## config.mk

```make
export PLATFORM = sky130hd
export DESIGN_NAME = ram_sync_param
export DESIGN_NICKNAME = d
export VERILOG_FILES = /design/src/rtl/ram_sync_param.sv
export SDC_FILE = /design/constraint.sdc
export NUM_CORES = 1
export LEC_CHECK = 0
export CAP_MARGIN = 10
export CORE_UTILIZATION = 54
export DETAILED_ROUTE_END_ITERATION = 6
export PLACE_DENSITY = 0.76
export RECOVER_POWER = 25
export SYNTH_ARGS = -nofsm -noshare
export SYNTH_HDL_FRONTEND = slang
export SYNTH_SLANG_ARGS = --single-unit
```

## constraint.sdc

```tcl
create_clock -name clk -period 1.75 [get_ports clk]
set_input_delay 0.35 -clock clk [delete_from_list [all_inputs] [get_ports clk]]
set_output_delay 0.35 -clock clk [all_outputs]
set_load 0.005 [all_outputs]
```

## src/rtl/ram_sync_param.sv

```systemverilog
// rtl/ram_sync_param.sv - single-port synchronous RAM with registered read and full-array clear sweep
//
// Ports:
//   clk       rising-edge clock
//   rst_n     synchronous active-low reset (array contents are preserved)
//   req       access request, accepted when ready is high
//   we        1 = write, 0 = read (qualified by req)
//   addr      word address
//   wdata     write data
//   ready     block can accept req this cycle
//   rdata     registered read data, holds its value between reads
//   rvalid    rdata carries the read accepted on the previous edge
//   clr       start a clear sweep that writes CLR_VALUE to every word
//   busy      clear sweep in progress
//   clr_done  one-cycle pulse after the last word has been cleared

module ram_sync_param #(
    parameter int                 DATA_W    = 8,
    parameter int                 ADDR_W    = 4,
    parameter logic [DATA_W-1:0]  CLR_VALUE = '0
) (
    input  logic              clk,
    input  logic              rst_n,
    input  logic              req,
    input  logic              we,
    input  logic [ADDR_W-1:0] addr,
    input  logic [DATA_W-1:0] wdata,
    output logic              ready,
    output logic [DATA_W-1:0] rdata,
    output logic              rvalid,
    input  logic              clr,
    output logic              busy,
    output logic              clr_done
);

    localparam int              DEPTH    = 1 << ADDR_W;
    localparam logic [ADDR_W:0] LAST_CNT = (ADDR_W + 1)'(DEPTH - 1);
    localparam logic [ADDR_W:0] CNT_ONE  = (ADDR_W + 1)'(1);

    typedef enum logic {
        IDLE  = 1'b0,
        CLEAR = 1'b1
    } state_t;

    state_t            state;
    state_t            state_nxt;
    // One bit wider than the address so the sweep can never wrap back onto word 0.
    logic [ADDR_W:0]   cnt;
    logic [ADDR_W:0]   cnt_nxt;

    logic              acc;
    logic              rd_acc;
    logic              sweep_last;

    logic              mem_we;
    logic [ADDR_W-1:0] mem_waddr;
    logic [DATA_W-1:0] mem_wdata;
    logic [DATA_W-1:0] mem [DEPTH];

    // clr takes priority over a request presented in the same cycle.
    assign ready      = (state == IDLE) && !clr;
    assign busy       = (state == CLEAR);
    assign acc        = req && ready;
    assign rd_acc     = acc && !we;
    assign sweep_last = busy && (cnt == LAST_CNT);

    always_comb begin
        state_nxt = state;
        cnt_nxt   = cnt;
        if (state == IDLE) begin
            if (clr) begin
                state_nxt = CLEAR;
                cnt_nxt   = '0;
            end
        end else begin
            cnt_nxt = cnt + CNT_ONE;
            if (sweep_last) begin
                state_nxt = IDLE;
            end
        end
    end

    always_ff @(posedge clk) begin
        if (!rst_n) begin
            state <= IDLE;
            cnt   <= '0;
        end else begin
            state <= state_nxt;
            cnt   <= cnt_nxt;
        end
    end

    // Single write port shared by the sweep and user writes. Gating with rst_n
    // makes a reset mid-sweep stop before touching the current word.
    always_comb begin
        mem_we    = rst_n && (busy || (acc && we));
        mem_waddr = busy ? cnt[ADDR_W-1:0] : addr;
        mem_wdata = busy ? CLR_VALUE : wdata;
    end

    always_ff @(posedge clk) begin
        if (mem_we) begin
            mem[mem_waddr] <= mem_wdata;
        end
    end

    always_ff @(posedge clk) begin
        if (!rst_n) begin
            rdata    <= '0;
            rvalid   <= 1'b0;
            clr_done <= 1'b0;
        end else begin
            rvalid   <= rd_acc;
            clr_done <= sweep_last;
            if (rd_acc) begin
                rdata <= mem[addr];
            end
        end
    end

endmodule

```

## Yosys cells after proc, flatten, opt, wreduce, memory -nomap -nowiden

Memory sizes are Yosys's and may differ from the RTL's. A register that Yosys moved wholly into a read port is not among the register bits.
Cells that the tools add are included.

| word-level totals | value |
|---|---|
| bits in writable memories | 128 |
| memories | 1 |
| bits of input ports | 17 |
| output and inout bits | 12 |
| bits in registers | 8 |
| word-level logic and storage cells | 28 |

Memory list:

| memory | depth | bits a word | read ports | clocked after memory_dff | wr ports | RTL line | text |
|---|---|---|---|---|---|---|---|
| mem | 16 | 8 | 1 | 1 | 1 | 58 | `logic [DATA_W-1:0] mem [DEPTH];` |

| operators by class | value |
|---|---|
| add/subtract/negate cells | 1 |
| mux-type cells | 9 |
| bitwise gates (word level) | 1 |
| reduce and logical (&&, ||, !) cells | 11 |
| equality and inequality tests | 1 |

Operators by type and width:

| operator | number |
|---|---|
| $mux W5 | 2 |
| $mux W8 | 1 |
| $logic_and A1 B1 Y1 | 6 |
| $add A5 B1 Y5 const B | 1 |
| $eq A5 B4 Y1 const B | 1 |
| $mux W1 | 5 |
| $mux W4 | 1 |
| $logic_not A1 Y1 | 3 |
| $reduce_bool A2 Y1 | 1 |
| $logic_or A1 B1 Y1 | 1 |
| $not A1 Y1 | 1 |

## Logic depth before layout (Yosys ltp)

Gate-level depths: netlist of the first run.

| depth | value |
|---|---|
| depth in word-level cells | 8 |
| depth in mapped cells | 6 |
| depth with buffers taken out | 6 |

## Worst setup path before layout of the first run

OpenSTA, ideal clock, no wires.

| timing path | value |
|---|---|
| path kind | reg-to-reg |
| start | register state, in the netlist busy |
| end | memory mem[11][0], enable pin |
| required time | 1.380 ns |
| period minus slack after synthesis | 1.885 ns |
| arrival | 1.515 ns |
| buffers on the path | 2 |
| library setup time | 0.370 ns |
| cell stages (with the launch flop) | 7 |
| slack | -0.135 ns |
| path through | dfxtp_1 > buf_2 > buf_1 > nand3_1 > o21ai_0 > nand2_1 > nor2_1 |

| between the ends | value |
|---|---|
| word-level cells in the longest chain between the ends | 8 |
| elaborated cells between the ends (all ways) | 9 |
| classes of those cells | mux: 3; bitwise: 1; reduce/logical: 5 |

Ends and longest elaborated chain:

| what | RTL line | text |
|---|---|---|
| start, declared | 45 | `state_t state;` |
| start signal, assigned | 88 | `state <= state_nxt;` |
| $not A1 Y1 | - |  |
| $logic_and A1 B1 Y1 | 61 | `assign ready = (state == IDLE) && !clr;` |
| $logic_and A1 B1 Y1 | 63 | `assign acc = req && ready;` |
| $logic_and A1 B1 Y1 | 96 | `mem_we = rst_n && (busy \|\| (acc && we));` |
| $logic_or A1 B1 Y1 | 96 |  |
| $logic_and A1 B1 Y1 | 96 |  |
| $mux W1 | 102 | `if (mem_we) begin` |
| $mux W1 (not written as such) | 103 | `mem[mem_waddr] <= mem_wdata;` |
| end, declared | 58 |  |

Several ways; a longest one is shown, not always the timed one.

## Final worst setup path of the first run

| timing path | value |
|---|---|
| start | register state, in the netlist busy |
| end | memory mem[3][5], enable pin |

Same word-level chain as after synthesis.

==> results.cfg, run 1 <==
[cells_and_area]
multiInputGateArea_sq_mm = 0.001560
final_area_sq_mm = 0.007222
utilization_pct = 69.96
regArea_sq_mm = 0.004169
nets = 411
layout_common_cells = 128 x edfxtp_1, 39 x buf_4, 28 x mux4_2, 20 x clkdlybuf4s50_1
drive_above_1_share_pct = 36.05
n_antenna_cell = 0
layout_commonest_cell = edfxtp_1
synthToLayoutAreaGrowth_pct = 25.59
fill_cells = 639

[logic_synthesis]
synth_nets = 325
seq_area_frac_synth_pct = 72.41
synth_top_area_share_pct = 66.84
synth_area_leaders = edfxtp_1 67%, mux4_2 11%, dfxtp_1 5.6%
synthArstFlopShare_pct = 0
synth_area_sq_mm = 0.005751
synth-edff-count = 128
synth_area_leader_cell = edfxtp_1
postSynthCellCount = 306
syn_avg_cell_area_sq_um = 18.79
yosys_warnings = 0
synth.distinct_cells = 33
ys_ff_latch = 144
synth-main-ff-cell = edfxtp_1

[placed_design]
hpwl_um = 7922
gp_congestion = 0.8258
io_buffers = 28
post_dp_cell_area_sq_mm = 0.006549

[routing]
wl_per_cell_um = 22.77
route.final.wire_length_um = 12320
drt_first_pass_iters = 5
num_vias = 3216
final_antenna_net_count = 0
drt_iter0_markers = 239
drc = 0
via_per_inst = 5.945

[clocking]
insertion_delay_ns = 0.53
clock_path_buffers = 2
cts.sinks = 144
cts_buffers = 17
clock-root-buffer = clkbuf_8
cts_tree = yes
ctsHtreeMaxLevel = 4
cts.clk_slew.worst_paths_ns = 0.06

[global_route]
antenna_found_initial = 0
grt_usage_pct = 23.80
grt_pass1_wl_um = 18250
grt_pass1_vias = 3220
grt_overflow = 0
grt_max_degree = 22

[setup_path]
start_kind = register
arrival_ns = 2.00
crit_path_max_fanout = 11
crit_required_ns = 2.04
critPathKind = reg2reg
reg2reg_slack_ns = 0.03
end_kind = register

[outcome]
status = finished, final reports clean

[power]
ir_worst_vdd_uv = 744.0
power.density_mw_per_mm2 = 1046
p_leak_nw = 2.553

[die]
start_util_pct = 55.70
ios = 29
die_area_sq_mm = 0.01107
die_h_um = 105.2
coreArea_sq_mm = 0.01032
rows = 37
die_w_um = 105.2

[sta]
finalMaxSlewViolations = 0
fin_skew_ns = 0.005418
relSlewSlack_pct = 33.65
worst_slew_pin_slew_ns = 0.9931
setup_tns_ns = 0
max_freq_mhz = 582.9
finalSetupViolations = 0
hold_violations = 0
min_period_over_period_pct = 98.04
fin_crit_ns = 1.716

[hold_path]
hold_path.class = reg2reg

[job]
drv_cap = 0
[worst paths after layout]
kind | start | end | cells after the start
worst max-delay path | busy$_SDFF_PN0_ | mem[3][5]$_DFFE_PP_ | 6
worst min-delay path | rdata[7]$_SDFFE_PN0P_ | rdata[7]$_SDFFE_PN0P_ | 1
worst max register to register | busy$_SDFF_PN0_ | mem[3][5]$_DFFE_PP_ | 6
worst min register to register | rdata[7]$_SDFFE_PN0P_ | rdata[7]$_SDFFE_PN0P_ | 1
[synthesized netlist by cell type (2+ instances only)]
master and n:
nand3_1 2, mux4_1 4, a31oi_1 3, nand2_1 5, buf_2 6, nor3b_1 6
mux4_2 28, nor2b_1 12, and3_1 3, buf_6 2, clkbuf_1 4, dfxtp_1 16
and2_1 2, nor2_1 21, mux2i_1 17, o21ai_0 6, o22ai_1 8, a21oi_1 3
buf_1 2, edfxtp_1 128, ha_1 2, nor3_1 5, a21o_1 8, buf_12 2
inv_1 3
[worst max-delay path: stages, from the launching register on]
cell and delay (ns):
dfxtp_4 0.36, buf_12 0.14, buf_4 0.15, nor3_1 0.05
a21oi_1 0.45, nor2_1 0.10, buf_4 0.21
[stage by stage]
| stage | power, W | cells | hold WS [ns] | setup WS, ns |
|---|---|---|---|---|
| floorplan | 0.004138 | 306 | 0.4509 | -0.1352 |
| global placement | 0.004345 | 505 | 0.4332 | -0.4206 |
| detailed placement | 0.004361 | 505 | 0.4386 | -0.4396 |
| CTS | 0.007562 | 537 | 0.4528 | -0.09599 |
| global route | 0.007750 | 541 | 0.4723 | -0.04445 |
| finish | 0.007551 | 541 | 0.4512 | 0.03434 |
[state kept, by name, summed over array words and instances (netlist names)]
| name | cells |
|---|---|
| mem | 128 |
| rdata | 8 |
| cnt | 5 |
| busy | 1 |
| clr_done | 1 |
| rvalid | 1 |
[power breakdown]
part           total, W  internal [W]  leakage (nW)  switching [W]
sequential      0.00381       0.00379          1.30      0.0000158
combinational  0.000514      0.000241          1.01       0.000273
clock           0.00323       0.00187         0.251        0.00137
total           0.00755       0.00590          2.55        0.00166
[kinds of logic (layout without fill, tap and decap cells)]
logic type                 Yosys count  count (layout)  synth area share (%)
DFF                                144             144                 72.41
and+or+nand+nor                     60              60                 5.701
muxes                               49              49                 15.75
AOI/OAI and AO/OA                   32              32                 3.503
buffers and inverters               19             118                 2.198
adders and majority gates            2               2                0.4351
[per-layer routing]
metal | global-route usage, % | routed length, um
met1 | 33.60 | 5225
met4 | 10.06 | 282
met5 | 0 | 0
met3 | 4.991 | 869
met2 | 36.37 | 5940
[timing repair]
action / in CTS / in global routing
resized for setup: 23 / 19
endpoints found under the hold margin: 0 / 0
cloned: 0 / 1
setup endpoints to repair: 181 / 140
buffers inserted: 0 / 2
pin swaps: 0 / 3
hold buffers: 0 / 0
[layout make-up]
class	instances	area share [%]
clock buffers	17	5.735
clock inverters	15	1.681
inverters	3	0.1559
multi-input cells	143	21.60
flip-flops and latches	144	57.73
well taps	136	2.356
repair buffers	83	10.74
Power figures use the tool's default switching activity.
==> run 2, diff against run 1 <==
--- a/config.mk
+++ b/config.mk
@@ -5,10 +5,11 @@
 export SDC_FILE = /design/constraint.sdc
 export NUM_CORES = 1
 export LEC_CHECK = 0
+export ABC_AREA = 1
 export CAP_MARGIN = 10
-export CORE_UTILIZATION = 54
+export CORE_UTILIZATION = 40
 export DETAILED_ROUTE_END_ITERATION = 6
-export PLACE_DENSITY = 0.76
+export GPL_TIMING_DRIVEN = 0
 export RECOVER_POWER = 25
 export SYNTH_ARGS = -nofsm -noshare
 export SYNTH_HDL_FRONTEND = slang
==> results.cfg, run 2 <==
[outcome]
status = complete, but fails checks
violations = setup timing

[die]
coreArea_sq_mm = 0.01531
die_h_um = 127.6
die_w_um = 127.6
die_area_sq_mm = 0.01627
start_util_pct = 41.18
ios = 29
rows = 45

[hold_path]
whs_endpoint = rvalid$_SDFF_PN0_
hp-start = we
whs_path_depth = 2
hold_path.class = in2reg

[sta]
setup_ws_ns = -0.07522
fin_skew_ns = 0.004722
relSlewSlack_pct = 60.19
min_period_over_period_pct = 104.3
whs_ns = 0.3756
hold_violations = 0
worst_slew_pin_slew_ns = 0.5971
finalSetupViolations = 24
setup_tns_ns = -0.7361
rsz0062_at_grt = true
max_freq_mhz = 547.9
fin_crit_ns = 1.825
finalMaxSlewViolations = 0

[clocking]
cts.clk_slew.worst_paths_ns = 0.06
cts_hold_buf = 0
clock_path_buffers = 2
cts.sinks = 144
cts_tree = yes
cts_buffers = 17
clock-root-buffer = clkbuf_16
ctsHtreeMaxLevel = 4
insertion_delay_ns = 0.43

[global_route]
antenna_found_initial = 0
grt_pass1_wl_um = 23390
grt_max_degree = 17
grt_overflow = 0
grt_usage_pct = 20.13
grt_pass1_vias = 4478

[logic_synthesis]
synth-xor-area-share_pct = 0
synthArstFlopShare_pct = 0
synth_nets = 650
synth_compound_area_share_pct = 2.242
synth_area_sq_mm = 0.006306
seq_area_frac_synth_pct = 66.03
ys_ff_latch = 144
syn_avg_cell_area_sq_um = 9.994
synth.area.mux_share_pct = 0
synth-edff-count = 128
synth_fa_ha_area_share_pct = 0.3968
synth-main-ff-cell = edfxtp_1
yosys_warnings = 0
postSynthCellCount = 631
ys_top_cells_by_count = 217 x nand2_1, 128 x edfxtp_1, 91 x nand3_1, 87 x inv_1, 30 x nor2_1
synth_area_leader_cell = edfxtp_1
synth_top_area_share_pct = 60.95
synth.distinct_cells = 27
synth-simple-area-share_pct = 22.76
synth_top_family_by_area = simple AND/OR/NAND/NOR gates
synth_area_leaders = edfxtp_1 61%, nand2_1 13%, nand3_1 7.2%
post-synth-top-count-cell = nand2_1

[cells_and_area]
top_regs = mem x128, rdata x8, cnt x5
n_antenna_cell = 0
drive_above_1_share_pct = 16.97
synthToLayoutAreaGrowth_pct = 25.08
nets = 713
largest_register_ffs = 128
finalNonFillerCells = 918
largest-register = mem
layout_common_cells = 211 x nand2_1, 128 x edfxtp_1, 88 x nand3_1, 85 x inv_1, 24 x nor2_4
layout_commonest_cell = nand2_1

[setup_path]
start_kind = input port
crit_required_ns = 1.86
arrival_ns = 1.94
crit_path_frequent_cell = buf_6
timing.rr.start = busy$_SDFF_PN0_
critPathKind = in2reg
end_kind = register
crit_path_max_fanout = 8
path_cells = clkdlybuf4s50_1, inv_1, a21oi_4, buf_6, nand2_8, buf_12, buf_6, nor2_4
critPathSlowestCell = clkdlybuf4s50_1
r2r_end = mem[9][3]$_DFFE_PP_
rr_worst_depth = 8
max_stage_delay_ns = 0.50
reg2reg_slack_ns = -0.07

[routing]
final_antenna_net_count = 0
drt_first_pass_iters = 5
route.final.wire_length_um = 15080
wl_per_cell_um = 16.43
num_vias = 4502
drc = 0
drt_iter0_markers = 260
via_per_inst = 4.904

[placed_design]
hpwl_um = 10220
gp_congestion = 0.8280
io_buffers = 25
dp_cells = 871
place_ws_ns = -0.9350

[power]
p_leak_nw = 3.242
ir_worst_vdd_uv = 705.3
power.density_mw_per_mm2 = 993.1

[job]
drv_cap = 0
## run 2: worst max path at each step
stage                          from                    to  slack, ns
finish                        rst_n   mem[9][3]$_DFFE_PP_      -0.08
CTS                 busy$_SDFF_PN0_  mem[10][5]$_DFFE_PP_      -0.28
global placement                clr   mem[2][5]$_DFFE_PP_      -0.93
global route        busy$_SDFF_PN0_   mem[9][3]$_DFFE_PP_      -0.14
floorplan                   addr[3]  mem[12][0]$_DFFE_PP_       0.02
detailed placement              clr   mem[3][1]$_DFFE_PP_      -0.94
## run 2: worst max-delay path: cells and delay by family
kind	cells	cell delay [ns]
buf+inv	5	1.05
compound gates	1	0.26
simple gates	2	0.26
## run 2: stage by stage
stage	total power (W)	area [sq um]	util (%)
floorplan	0.004215	6306	-
global placement	0.004428	6820	44.53
detailed placement	0.004449	6862	44.80
CTS	0.007805	7637	49.87
global route	0.008078	7888	51.50
finish	0.007833	7888	51.50
## run 2: final cells by class
| cell class | count | area (sq um) |
|---|---|---|
| inverters | 91 | 346.6 |
| clock buffers | 25 | 485.5 |
| well taps | 211 | 264.0 |
| repair buffers | 44 | 494.2 |
| fillers | 1380 | 7427 |
| flip-flops and latches | 144 | 4168 |
| multi-input cells | 367 | 1867 |
| plain buffers | 29 | 201.4 |
| clock inverters | 7 | 61.31 |
## run 2: cell families (layout without fill, tap and decap cells)
logic type	after synthesis	in the layout
adder cells (fa/ha/maj)	2	2
flip-flops	144	144
AO/OA/AOI/OAI	20	20
buffers and inverters	120	196
AND/OR/NAND/NOR	345	345
## run 2: power by group
part           internal [W]  leakage, nW  switching [W]
clock               0.00205        0.268        0.00129
combinational      0.000233         1.68       0.000444
sequential          0.00380         1.30      0.0000174
## run 2: layer usage
layer	wire (um)	GRT usage, %	vias to the layer above	part of all wire [%]
met5	0	0	-	0
li1	-	-	2176	-
met1	6202	24.01	2155	41
met4	663	12.61	0	4.4
met2	7523	33.46	124	50
met3	693	4.104	47	4.6
## run 2: timing repair
action | 4_1_cts | 5_1_grt
resized for setup | 43 | 41
pin swaps | 3 | 14
setup endpoints to repair | 193 | 187
buffers inserted | 7 | 8
==> run 3, diff against run 2 <==
--- a/config.mk
+++ b/config.mk
@@ -8,6 +8,7 @@
 export ABC_AREA = 1
 export CAP_MARGIN = 10
 export CORE_UTILIZATION = 40
+export CTS_BUF_LIST = sky130_fd_sc_hd__clkbuf_8
 export DETAILED_ROUTE_END_ITERATION = 6
 export GPL_TIMING_DRIVEN = 0
 export RECOVER_POWER = 25
==> results.cfg, run 3 (synthesized netlist as in run 2, its figures left out) <==
[outcome]
status = complete, but fails checks
violations = setup timing

[setup_path]
crit_path_max_fanout = 10
timing.rr.start = busy$_SDFF_PN0_
critPathKind = reg2reg
r2r_end = mem[8][3]$_DFFE_PP_
rr_worst_depth = 6
reg2reg_slack_ns = -0.07
start_kind = register
end_kind = register
arrival_ns = 1.95
crit_required_ns = 1.88

[cells_and_area]
final_area_sq_mm = 0.007670
drive_above_1_share_pct = 16.62
nets = 710
layout_commonest_cell = nand2_1
layout_common_cells = 210 x nand2_1, 128 x edfxtp_1, 90 x inv_1, 89 x nand3_1, 24 x nor2_4
fill_cells = 1395
n_antenna_cell = 0
top_regs = mem x128, rdata x8, cnt x5
largest-register = mem
largest_register_ffs = 128
synthToLayoutAreaGrowth_pct = 21.63

[power]
power_w = 0.006840
power.density_mw_per_mm2 = 891.8
switching_share_pct = 23.84
p_sw_w = 0.001631
p_leak_nw = 3.145
pwr-share-clk_pct = 34.6
ir_worst_vdd_uv = 582.1
p_comb_share_pct = 9.7
p_int_w = 0.005209
power_frac_seq_pct = 55.7

[clocking]
insertion_delay_ns = 0.45
cts.sinks = 144
cts.clk_slew.worst_paths_ns = 0.08
cts_hold_buf = 0
cts_buffers = 17
ctsHtreeMaxLevel = 4
clock_path_buffers = 2
cts_tree = yes
clock-root-buffer = clkbuf_8

[routing]
via_per_inst = 4.884
drc = 0
final_antenna_net_count = 0
route.final.wire_length_um = 15010
wl_per_cell_um = 16.40
drt_first_pass_iters = 4
num_vias = 4469
drt_iter0_markers = 291

[hold_path]
whs_endpoint = cnt[3]$_SDFFE_PN0P_
hp-start = clr
hold_path.class = in2reg
whs_path_depth = 4

[sta]
finalSetupViolations = 66
finalMaxSlewViolations = 0
worst_slew_pin_slew_ns = 0.6094
hold_violations = 0
fin_crit_ns = 1.817
rsz0062_at_grt = true
relSlewSlack_pct = 59.37
min_period_over_period_pct = 103.8
max_freq_mhz = 550.4
fin_skew_ns = 0.009011
setup_ws_ns = -0.06680
whs_ns = 0.4290
setup_tns_ns = -2.783

[die]
die_area_sq_mm = 0.01627
die_w_um = 127.6
rows = 45
ios = 29
die_h_um = 127.6
coreArea_sq_mm = 0.01531
start_util_pct = 41.18

[global_route]
grt_max_degree = 17
grt_usage_pct = 20.04
grt_overflow = 0
grt_pass1_vias = 4502
grt_pass1_wl_um = 23490
antenna_found_initial = 0

[placed_design]
io_buffers = 25
hpwl_um = 10220
gp_congestion = 0.8280
post_dp_cell_area_sq_mm = 0.006862

[job]
drv_cap = 0
run 3: power groups by stage:
stage          Clock, W  Sequential (W)  Combinational (W)
5_1_grt         0.00253         0.00381           0.000728
3_3_place_gp          0         0.00389           0.000543
6_report        0.00237         0.00381           0.000666
3_5_place_dp          0         0.00388           0.000564
2_1_floorplan         0         0.00388           0.000334
4_1_cts         0.00240         0.00381           0.000613
run 3: critical path: stages (launching register included):
cell,delay (ns)
dfxtp_4,0.37
clkbuf_4,0.20
nand2_2,0.12
o21ai_4,0.11
nor2_1,0.18
nand2_2,0.21
nor2_4,0.30
run 3: what timing repair did:
item | 4_1_cts | 5_1_grt
cloned | 0 | 0
buffers inserted | 8 | 4
setup endpoints to repair | 194 | 210
pin swaps | 8 | 15
resized for setup | 50 | 31
run 3: worst max-delay path by stage:
| stage | start | endpoint | slack (ns) | cells after the start |
|---|---|---|---|---|
| floorplan | addr[3] | mem[12][0]$_DFFE_PP_ | 0.02 | 5 |
| global placement | clr | mem[2][5]$_DFFE_PP_ | -0.93 | 6 |
| detailed placement | clr | mem[3][1]$_DFFE_PP_ | -0.94 | 6 |
| CTS | busy$_SDFF_PN0_ | mem[10][5]$_DFFE_PP_ | -0.22 | 4 |
| global route | busy$_SDFF_PN0_ | mem[0][0]$_DFFE_PP_ | -0.14 | 6 |
| finish | busy$_SDFF_PN0_ | mem[8][3]$_DFFE_PP_ | -0.07 | 6 |
run 3: final cells by class:
type	count	area [sq um]	share of cell area, %
Buffer	29	201.4	2.626
Clock buffer	20	275.3	3.589
Clock inverter	12	80.08	1.044
Inverter	91	345.3	4.502
Multi-Input combinational cell	367	1864	24.31
Sequential cell	144	4168	54.34
Tap cell	211	264.0	3.442
Timing Repair Buffer	41	471.7	6.150
run 3: metal layers:
layer / vias to the layer above / wire [um] / GRT usage (%)
met4: 0 / 521 / 11.06
li1: 2163 / - / -
met5: - / 0 / 0
met2: 135 / 7581 / 33.37
met1: 2130 / 6229 / 24.29
met3: 41 / 674 / 4.313
run 3: per-stage QoR:
step | util (%) | instances | setup WS (ns)
5_1_grt | 50.08 | 915 | -0.1363
4_1_cts | 48.95 | 911 | -0.2226
2_1_floorplan | - | 631 | 0.02467
3_5_place_dp | 44.80 | 871 | -0.9350
6_report | 50.08 | 915 | -0.06680
3_3_place_gp | 44.53 | 867 | -0.9299
